### src/rtl/tree_serializer_par.sv
// N-to-1 serializer with valid/ready load, one-word holding buffer for gapless
// back-to-back frames, and selectable bit order.
module tree_serializer_par #(
   parameter int unsigned N_LANES   = 8,
   parameter bit          MSB_FIRST = 1'b0
) (
   input  logic               clk,
   input  logic               rst,
   input  logic [N_LANES-1:0] par_in,
   input  logic               par_valid,
   output logic               par_ready,
   output logic               serial_out,
   output logic               serial_valid,
   output logic               frame_start
);

   localparam int unsigned     CNT_W    = $clog2(N_LANES);
   localparam logic [CNT_W-1:0] LAST_CNT = CNT_W'(N_LANES - 1);

   typedef enum logic {IDLE, SHIFT} state_t;

   state_t             state, state_d;
   logic [N_LANES-1:0] hold, hold_d;
   logic [N_LANES-1:0] shreg, shreg_d;
   logic               hold_full, hold_full_d;
   logic [CNT_W-1:0]   cnt, cnt_d;
   logic               serial_out_d, serial_valid_d, frame_start_d;
   logic               load;

   function automatic logic first_bit(input logic [N_LANES-1:0] w);
      return MSB_FIRST ? w[N_LANES-1] : w[0];
   endfunction

   assign par_ready = !hold_full;
   assign load      = hold_full && ((state == IDLE) || (cnt == LAST_CNT));

   always_ff @(posedge clk or posedge rst) begin
      if (rst) begin
         state        <= IDLE;
         hold         <= '0;
         hold_full    <= 1'b0;
         shreg        <= '0;
         cnt          <= '0;
         serial_out   <= 1'b0;
         serial_valid <= 1'b0;
         frame_start  <= 1'b0;
      end else begin
         state        <= state_d;
         hold         <= hold_d;
         hold_full    <= hold_full_d;
         shreg        <= shreg_d;
         cnt          <= cnt_d;
         serial_out   <= serial_out_d;
         serial_valid <= serial_valid_d;
         frame_start  <= frame_start_d;
      end
   end

   // Shifting the register toward the output end keeps the next bit at a fixed position.
   always_comb begin
      state_d        = state;
      hold_d         = hold;
      hold_full_d    = hold_full;
      shreg_d        = shreg;
      cnt_d          = cnt;
      serial_out_d   = 1'b0;
      serial_valid_d = 1'b0;
      frame_start_d  = 1'b0;

      if (par_valid && !hold_full) begin
         hold_d      = par_in;
         hold_full_d = 1'b1;
      end

      if (load) begin
         shreg_d        = hold;
         hold_full_d    = 1'b0;
         cnt_d          = '0;
         state_d        = SHIFT;
         serial_out_d   = first_bit(hold);
         serial_valid_d = 1'b1;
         frame_start_d  = 1'b1;
      end else if (state == SHIFT) begin
         if (cnt != LAST_CNT) begin
            cnt_d          = cnt + CNT_W'(1);
            shreg_d        = MSB_FIRST ? (shreg << 1) : (shreg >> 1);
            serial_out_d   = first_bit(shreg_d);
            serial_valid_d = 1'b1;
         end else begin
            state_d = IDLE;
         end
      end
   end

endmodule
### config.mk
export PLATFORM = sky130hd
export DESIGN_NAME = tree_serializer_par
export DESIGN_NICKNAME = d
export VERILOG_FILES = /design/src/rtl/tree_serializer_par.sv
export SDC_FILE = /design/constraint.sdc
export NUM_CORES = 1
export LEC_CHECK = 0
export BUFFER_PORTS_ARGS = -buffer_cell sky130_fd_sc_hd__buf_2
export CAP_MARGIN = 20
export CORE_MARGIN = 5
export CORE_UTILIZATION = 57
export CTS_BUF_LIST = sky130_fd_sc_hd__clkbuf_16
export DETAILED_ROUTE_END_ITERATION = 8
export GPL_ROUTABILITY_DRIVEN = 0
export PLACE_DENSITY = 0.82
export SYNTH_ARGS = -nofsm -noshare
export SYNTH_HDL_FRONTEND = slang
export SYNTH_SLANG_ARGS = --single-unit
### constraint.sdc
create_clock -name clk -period 4.1 [get_ports clk]
set_clock_uncertainty 0.05 [all_clocks]
set_input_delay 0.41 -clock clk [delete_from_list [all_inputs] [get_ports clk]]
set_output_delay 0.41 -clock clk [all_outputs]
set_load 0.05 [all_outputs]
==> flow_summary_export.csv <==
group,metric,value,unit
outcome,outcome,"finished, final reports clean",
die,die-area,2572,um^2
placed_design,io_buffers,14,
cts,cts_root_buf,"clkbuf_16",
finish,final_common_cell,"dfrtp_1",
worst_setup_path,end_kind,"flip-flop",
synthesis,yosys_warnings,0,
pwr,power_density,875.4,nW/um^2
cts,clk_pin_slew_worst_paths,0.06,ns
die,ios,15,
route,avgRoutedWirePerCell,14.62,um
synthesis,synthCells,74,
worst_setup_path,max_stage_delay,0.91,ns
pwr,p_leak,0.5707,nW
route,drc,0,
finish,nets,102,
die,die_h,50.71,um
sta,clock.fmax,0.5001,GHz
synthesis,yosysTopAreaCell,"dfrtp_1",
synthesis,synthTopCellsByArea,"dfrtp_1 (58%), mux2_4 (13%), mux2i_1 (7.4%)",
grt,grt.overflow.total,0,
route,route.vias.total,560,
worst_setup_path,cp.required,4.19,ns
sta,rsz0062_at_grt,"no",
placed_design,dp_cells,100,
synthesis,syn_area_per_cell,12.77,um^2
cts,cts.sinks,22,
sta,worst_pin_slew,1.076,ns
route,ant_nets,0,
cts,cts_tree,"done",
finish,final_cells,104,
finish,layout_common_cells,"dfrtp_1 (22), buf_2 (14), nand2_1 (12), o21ai_0 (9), mux2_4 (8)",
synthesis,syn_area,944.7,um^2
sta,period_minus_slack,1.999,ns
grt,grt_pass1_vias,599,
worst_setup_path,cp_num_buf_inv,0,
grt,antenna_found_initial,0,
die,die_width,50.71,um
cts,clk_latency,0.25,ns
flow_run,max_cap_violations,0,
die,initial_core_util,61.28,%
finish,drive_gt1_share,31.82,%
placed_design,dp.final_hpwl,1053,um
grt,top_usage_layer,"met2",
pwr,peakVddDrop,0.0006738,V
cts,cts_buffer_depth,2,
worst_setup_path,setup.worst_path.start_class,"flip-flop",
grt,use_met2,22.73,%
grt,track_usage,13.36,%
worst_setup_path,worst-path-max-fanout,12,
finish,final_core_util,71.83,%
grt,grt_pass1_wl,2559,um
grt,grt_util_met1,14.42,%
cts,cts_buffers,3,
route,routed_wirelength,1520,um
worst_setup_path,critPathTopFamily,"simple AND/OR/NAND/NOR gates",
synthesis,ys_seq_area_share,58.28,%
route,via_per_inst,5.385,
sta,setup_viol,0,
synthesis,synthesis.nets,87,
cts,post_cts_resize_count,0,
sta,drv_slew,0,
worst_setup_path,critPathSlowestCell,"nor2b_1",
route,first_pass_iters,1,
die,rows,14,
finish,num_antenna_cells,0,
synthesis,synthDistinctLibCells,14,
sta,relSlewSlack,28.15,%
sta,final.setup.tns,0,ns
cts,cts.htree.levels,1,
die,core-area,1541,um^2
cts,cts_setup_buffers,0,
synthesis,yosysTopAreaCellShare,58.28,%
route,drt_iter0_drc,0,
sta,post-route-period-util,48.77,%
worst_setup_path,critical_path_class,"reg -> reg",
sta,holdWs,0.2434,ns
grt,use_met3,5.917,%
worst_setup_path,crit_chain,"nor2b_1 -> mux2_4",
sta,hold_viol,0,
worst_setup_path,arrival,2.09,ns
synthesis,synth-seq-cells,22,
cts,hold_buffers,0,
grt,grt_max_degree,24,
finish,layout-area-overhead-vs-synth,17.22,%
min_path,hold_path_class,"in -> async",
-- worst paths after layout --
check	start	end	slack, ns	cells after the start
worst max-delay path	hold_full	hold[2]	2.10	2
worst min-delay path	rst	state	0.24	2
worst max register to register	hold_full	hold[2]	2.10	2
worst min register to register	shreg[4]	shreg[3]	0.44	2
max in group asynchronous	rst	hold[6]	3.26	2
min in group clk	par_in[1]	hold[1]	0.33	2
-- synth_stat cells, drive strengths merged --
cell type  count
nor2b          2
buf            4
dfrtp         22
nand2         12
mux2i          7
nor2           3
o21ai          9
ha             2
inv            3
a21o           1
mux2           9
-- area by class of cell --
type	instances	area, um^2
Clock buffer	3	75.07
Clock inverter	1	30.03
Tap cell	16	20.02
Sequential cell	22	550.5
Fill cell	116	434.2
Timing Repair Buffer	14	70.07
Inverter	3	11.26
Multi-Input combinational cell	45	350.3
-- report_power, final --
part | switching, mW | internal, mW | total, mW
sequential | 0.0716 | 0.313 | 0.384
combinational | 0.165 | 0.151 | 0.316
clock | 0.0754 | 0.194 | 0.269
-- worst register-to-register path, stage by stage (launching register included) --
cell	delay, ns
dfrtp_1	0.57
nor2b_1	0.91
mux2_4	0.36
-- per-layer routing --
metal  vias up  part of all wire (%)
li1        274                     -
met1       271                    43
met2        12                    50
met3         3                   6.1
met4         0                   1.3
met5         -                     0
-- flip-flops by register name, summed over array words and instances, names as in the netlist --
name	cells
shreg	7
state	1
serial_out	1
hold	8
cnt	3
hold_full	1
frame_start	1
-- logic make-up (layout without fill, tap and decap cells) --
logic type	count (synthesis)	in the layout	synth area share (%)
adders and majority gates	2	2	2.649
buffers and inverters	7	21	4.636
DFF	22	22	58.28
and+or+nand+nor	17	17	7.550
muxes	16	16	21.33
AOI/OAI and AO/OA	10	10	5.563
-- through the flow --
step	worst slack, ns	power (mW)	area [um^2]
finish	2.101	0.9694	1107
global placement	2.179	0.6829	1002
CTS	2.095	0.9769	1107
detailed placement	2.117	0.7029	1002
global route	2.014	1.025	1107
floorplan	2.730	0.6519	944.7
Power figures use the tool's default switching activity.
